==> config.mk <==
export PLATFORM = sky130hd
export DESIGN_NAME = execute_cycle
export DESIGN_NICKNAME = d
export VERILOG_FILES = /design/src/rtl/execute_cycle.sv
export SDC_FILE = /design/constraint.sdc
export NUM_CORES = 1
export LEC_CHECK = 0
export ABC_AREA = 0
export BUFFER_PORTS_ARGS = -buffer_cell sky130_fd_sc_hd__clkbuf_2
export CAP_MARGIN = 15
export CORE_MARGIN = 5
export CORE_UTILIZATION = 36
export DETAILED_ROUTE_END_ITERATION = 10
export PLACE_DENSITY_LB_ADDON = 0.08
export SYNTH_ARGS = -nofsm -noshare
export SYNTH_HDL_FRONTEND = slang
export SYNTH_SLANG_ARGS = --single-unit
==> constraint.sdc <==
create_clock -name clk -period 16.15 [get_ports clk]
set_input_delay 4.0375 -clock clk [delete_from_list [all_inputs] [get_ports clk]]
set_output_delay 4.0375 -clock clk [all_outputs]
set_load 0.005 [all_outputs]
==> src/rtl/execute_cycle.sv <==
// EX stage of the 5-stage RV32 pipeline: operand forwarding, ALU, beq resolution,
// EX/MEM pipeline register and a saturating taken-branch counter.
module execute_cycle #(
  parameter int DATA_W = 32,
  parameter int RA_W   = 5,
  parameter int CNT_W  = 16
) (
  input  logic              clk,
  input  logic              rst,
  input  logic              RegWriteE,
  input  logic              ALUSrcE,
  input  logic              MemWriteE,
  input  logic              ResultSrcE,
  input  logic              BranchE,
  input  logic [2:0]        ALUControlE,
  input  logic [DATA_W-1:0] RD1_E,
  input  logic [DATA_W-1:0] RD2_E,
  input  logic [DATA_W-1:0] Imm_Ext_E,
  input  logic [RA_W-1:0]   RD_E,
  input  logic [DATA_W-1:0] PCE,
  input  logic [DATA_W-1:0] PCPlus4E,
  input  logic [1:0]        ForwardAE,
  input  logic [1:0]        ForwardBE,
  input  logic [DATA_W-1:0] ResultW,
  output logic              PCSrcE,
  output logic [DATA_W-1:0] PCTargetE,
  output logic              RegWriteM,
  output logic              MemWriteM,
  output logic              ResultSrcM,
  output logic [RA_W-1:0]   RD_M,
  output logic [DATA_W-1:0] ALUResultM,
  output logic [DATA_W-1:0] WriteDataM,
  output logic [DATA_W-1:0] PCPlus4M,
  output logic [CNT_W-1:0]  BrTakenCnt
);

  localparam logic [2:0] ALU_ADD = 3'b000;
  localparam logic [2:0] ALU_SUB = 3'b001;
  localparam logic [2:0] ALU_AND = 3'b010;
  localparam logic [2:0] ALU_OR  = 3'b011;
  localparam logic [2:0] ALU_SLT = 3'b101;

  localparam logic [1:0] FWD_W   = 2'b01;
  localparam logic [1:0] FWD_M   = 2'b10;

  localparam logic [CNT_W-1:0]  CNT_MAX  = {CNT_W{1'b1}};
  localparam logic [CNT_W-1:0]  CNT_ONE  = {{(CNT_W-1){1'b0}}, 1'b1};
  localparam logic [DATA_W-1:0] DATA_ONE = {{(DATA_W-1){1'b0}}, 1'b1};

  logic [DATA_W-1:0] src_a_s;
  logic [DATA_W-1:0] fwd_b_s;
  logic [DATA_W-1:0] src_b_s;
  logic [DATA_W-1:0] alu_result_s;
  logic              zero_s;
  logic              taken_s;

  logic              reg_write_m_r;
  logic              mem_write_m_r;
  logic              result_src_m_r;
  logic [RA_W-1:0]   rd_m_r;
  logic [DATA_W-1:0] alu_result_m_r;
  logic [DATA_W-1:0] write_data_m_r;
  logic [DATA_W-1:0] pc_plus4_m_r;
  logic [CNT_W-1:0]  br_cnt_r;

  // Forward mux A: the M-stage result is taken from our own EX/MEM register.
  always_comb begin
    src_a_s = RD1_E;
    case (ForwardAE)
      FWD_W:   src_a_s = ResultW;
      FWD_M:   src_a_s = alu_result_m_r;
      default: src_a_s = RD1_E;
    endcase
  end

  // Forward mux B, ahead of the immediate select; this value is also the store data.
  always_comb begin
    fwd_b_s = RD2_E;
    case (ForwardBE)
      FWD_W:   fwd_b_s = ResultW;
      FWD_M:   fwd_b_s = alu_result_m_r;
      default: fwd_b_s = RD2_E;
    endcase
  end

  assign src_b_s = ALUSrcE ? Imm_Ext_E : fwd_b_s;

  // ALU; undefined op codes produce zero.
  always_comb begin
    alu_result_s = {DATA_W{1'b0}};
    case (ALUControlE)
      ALU_ADD: alu_result_s = src_a_s + src_b_s;
      ALU_SUB: alu_result_s = src_a_s - src_b_s;
      ALU_AND: alu_result_s = src_a_s & src_b_s;
      ALU_OR:  alu_result_s = src_a_s | src_b_s;
      ALU_SLT: begin
        if ($signed(src_a_s) < $signed(src_b_s)) begin
          alu_result_s = DATA_ONE;
        end else begin
          alu_result_s = {DATA_W{1'b0}};
        end
      end
      default: alu_result_s = {DATA_W{1'b0}};
    endcase
  end

  assign zero_s    = (alu_result_s == {DATA_W{1'b0}});
  assign taken_s   = BranchE & zero_s;
  assign PCSrcE    = taken_s;
  assign PCTargetE = PCE + Imm_Ext_E;

  // EX/MEM pipeline register, loaded every cycle; reset drops any in-flight instruction.
  always_ff @(posedge clk or negedge rst) begin
    if (!rst) begin
      reg_write_m_r  <= 1'b0;
      mem_write_m_r  <= 1'b0;
      result_src_m_r <= 1'b0;
      rd_m_r         <= {RA_W{1'b0}};
      alu_result_m_r <= {DATA_W{1'b0}};
      write_data_m_r <= {DATA_W{1'b0}};
      pc_plus4_m_r   <= {DATA_W{1'b0}};
    end else begin
      reg_write_m_r  <= RegWriteE;
      mem_write_m_r  <= MemWriteE;
      result_src_m_r <= ResultSrcE;
      rd_m_r         <= RD_E;
      alu_result_m_r <= alu_result_s;
      write_data_m_r <= fwd_b_s;
      pc_plus4_m_r   <= PCPlus4E;
    end
  end

  // Taken-branch counter, sticks at all-ones instead of wrapping.
  always_ff @(posedge clk or negedge rst) begin
    if (!rst) begin
      br_cnt_r <= {CNT_W{1'b0}};
    end else if (taken_s && (br_cnt_r != CNT_MAX)) begin
      br_cnt_r <= br_cnt_r + CNT_ONE;
    end else begin
      br_cnt_r <= br_cnt_r;
    end
  end

  assign RegWriteM  = reg_write_m_r;
  assign MemWriteM  = mem_write_m_r;
  assign ResultSrcM = result_src_m_r;
  assign RD_M       = rd_m_r;
  assign ALUResultM = alu_result_m_r;
  assign WriteDataM = write_data_m_r;
  assign PCPlus4M   = pc_plus4_m_r;
  assign BrTakenCnt = br_cnt_r;

endmodule

==> impl_metrics.ini <==
[detailed_routing]
num_vias = 13000
via_per_inst = 5.66
drtIter0Drc = 1284
wl_per_cell_um = 23.9
wirelength_um = 54900
firstDrtPassIters = 6
drc_errors = 0
ant_nets = 0

[yosys]
ys_ff_latch = 120
async_reset_ff_share_pct = 100
syn_inst = 1523
syn_area_per_cell_sq_um = 7.91
yosysTopAreaCell = dfrtp_1
synth_most_common_cell = inv_1
synth_cell_types = 87
ys.flop_type = dfrtp_1
yosys-top-cells-area = dfrtp_1, ha_1, a21oi_1
yosys_warnings = 0
synth_edf_count = 0
syn-cell-area_sq_um = 12100
synth_top_area_share_pct = 24.9
synth_nets = 1877
synth_commonest_cells = inv_1, nand2_1, ha_1, a21oi_1, o21ai_0
ys_seq_area_share_pct = 24.9

[cts]
insertion_delay_ns = 0.42
cts_tree = done
post_cts_buffers = 0
cts_htree_levels = 4
clockBufferDepth = 2
cts_root_buf = clkbuf_16
cts_resized = 0
clkSinkCount = 120
cts.reportedPaths.clkPinSlew_ns = 0.05
cts_buffers = 17
cts-hold-fix-buffers = 0

[critical_path]
arrival_ns = 10.18
cp_max_fo = 55
cp_top_family = compound AO/OA/AOI/OAI gates
max_stage_delay_ns = 1.00
startpoint_type = primary input
cp_slowest_cell = ha_2
path_buf_inv = 4
path_cells = clkbuf_2, inv_1, ha_2, a21oi_1, o21ai_0, ha_1, inv_1, fa_1, nand2b_1, a211oi_2, o211ai_1, a221oi_1, a311o_1, o211ai_1, nand4b_1, a2111oi_4, and4_1, nand4b_4, nor2_1, clkbuf_2
required_ns = 12.11
worstSetupPathType = primary input to primary output
endpoint_kind = primary output

[status]
status = complete, no violations

[global_route]
first_global_vias = 12600
grt_pass1_wl_um = 79500
grtUsageTotal_pct = 28.2
grt_max_degree = 80
overflow = 0
antenna_found_initial = 6

[finish]
design_area_sq_um = 14800
final_nets = 2191
drive_gt1_share_pct = 24.0
synthToLayoutAreaGrowth_pct = 22.4
nFillCells = 3472

[power]
power.total_w = 0.00132
ir_drop_mv = 0.0763
power_density_nw_per_um2 = 89.6
leakage_nw = 7.33

[sta]
hold_viol = 0
drv_slew = 0
fin_tns_setup_ns = 0
max_freq_ghz = 0.0703
fin_skew_ns = 0.00688
period_needed_ns = 14.22
setup_viol = 0
tightest_slew_ns = 1.06
post-route-period-util_pct = 88.1
max_slew_margin_pct = 28.9
rsz0062_at_grt = no

[floorplanning]
die_w_um = 193
rows = 67
core_area_sq_um = 33300
start_util_pct = 36.2
die_area_sq_um = 37200
io-pin-count = 364
die_y_um = 193

[placed_design]
dpl_cell_area_sq_um = 14200
hpwl_um = 45100
io_buffers = 363
gp_congestion = 0.992

[hold_path]
holdCritPathClass = flip-flop to flip-flop

[run]
drv_cap = 0
[layer usage]
metal | wire length (um) | vias up | share of wire, % | track usage (%)
li1 | - | 6125 | - | -
met1 | 22900 | 6156 | 42 | 37.7
met2 | 26100 | 666 | 47 | 46.8
met3 | 4370 | 86 | 8.0 | 4.41
met4 | 1540 | 0 | 2.8 | 9.10
met5 | 0 | - | 0 | 0
[kinds of logic (layout without fill, tap and decap cells)]
group	count (synthesis)	after routing	share of synthesized area, %
compound gates	537	537	29.7
xor+xnor	60	60	4.42
fa+ha+maj	143	143	15.0
buf+inv	232	558	7.65
flops	120	120	24.9
mux	10	10	0.862
other cells	0	6	0
simple gates	421	421	17.4
[sequential cells by signal, indices dropped and copies added, names as in the netlist]
name	count
BrTakenCnt	16
ALUResultM	32
WriteDataM	32
RegWriteM	1
RD_M	5
PCPlus4M	32
ResultSrcM	1
MemWriteM	1
[final cells by class]
class,instances,area (sq um),area share (%)
antenna,6,15.0,0.102
clock buffer,24,492,3.33
clock inverter,7,68.8,0.466
inverter,151,567,3.84
multi-input combinational,1171,8130,55.1
sequential,120,3000,20.3
tap,448,561,3.80
timing repair buffer,376,1920,13.0
[power by group]
part / leakage (nW) / total, W / switching (W) / internal [W]
Clock: 0.272 / 0.000368 / 0.000141 / 0.000226
Combinational: 5.56 / 0.000603 / 0.000384 / 0.000219
Sequential: 1.50 / 0.000353 / 0.0000236 / 0.000329
Total: 7.33 / 0.00132 / 0.000549 / 0.000774
[worst paths after layout]
path                                      startpoint                   endpoint  slack, ns  cells past startpoint
max                                     ForwardBE[0]                     PCSrcE       1.93                     20
min                        BrTakenCnt[5]$_DFFE_PN0P_  BrTakenCnt[5]$_DFFE_PN0P_       0.49                      1
max reg2reg                  ALUResultM[0]$_DFF_PN0_  BrTakenCnt[1]$_DFFE_PN0P_      10.05                     19
min reg2reg                BrTakenCnt[5]$_DFFE_PN0P_  BrTakenCnt[5]$_DFFE_PN0P_       0.49                      1
max in group asynchronous                        rst   WriteDataM[16]$_DFF_PN0_      11.14                      2
min in group asynchronous                        rst          RD_M[1]$_DFF_PN0_       3.80                      1
[per-stage QoR]
stage          utilization, %  instances  hold slack, ns  setup slack [ns]
2_1_floorplan               -       1523           0.477              3.74
3_3_place_gp             42.6       2266           0.481              2.12
3_5_place_dp             42.6       2266           0.485              2.09
4_1_cts                  44.3       2297           0.495              2.06
5_1_grt                  44.3       2303           0.512              1.63
6_report                 44.3       2303           0.493              1.93
[placed cells by master (no fill, tap or decap), types with 12 or more instances in the layout]
| master | count |
|---|---|
| nand4_1 | 13 |
| a22oi_1 | 64 |
| nand3_1 | 26 |
| o21a_1 | 20 |
| nor2b_1 | 14 |
| dfrtp_1 | 120 |
| a211oi_1 | 17 |
| a31oi_1 | 20 |
| nor2_1 | 97 |
| nor4_1 | 13 |
| nand2b_1 | 16 |
| o21ai_0 | 124 |
| o31ai_1 | 12 |
| inv_1 | 150 |
| xor2_1 | 17 |
| and3_1 | 17 |
| a21o_1 | 20 |
| xnor2_1 | 42 |
| o21bai_1 | 12 |
| ha_1 | 138 |
| buf_4 | 14 |
| clkbuf_16 | 17 |
| a21oi_1 | 128 |
| nor3_1 | 27 |
| clkbuf_2 | 361 |
| nand2_1 | 144 |
| o211ai_1 | 24 |
Power figures use the tool's default switching activity.
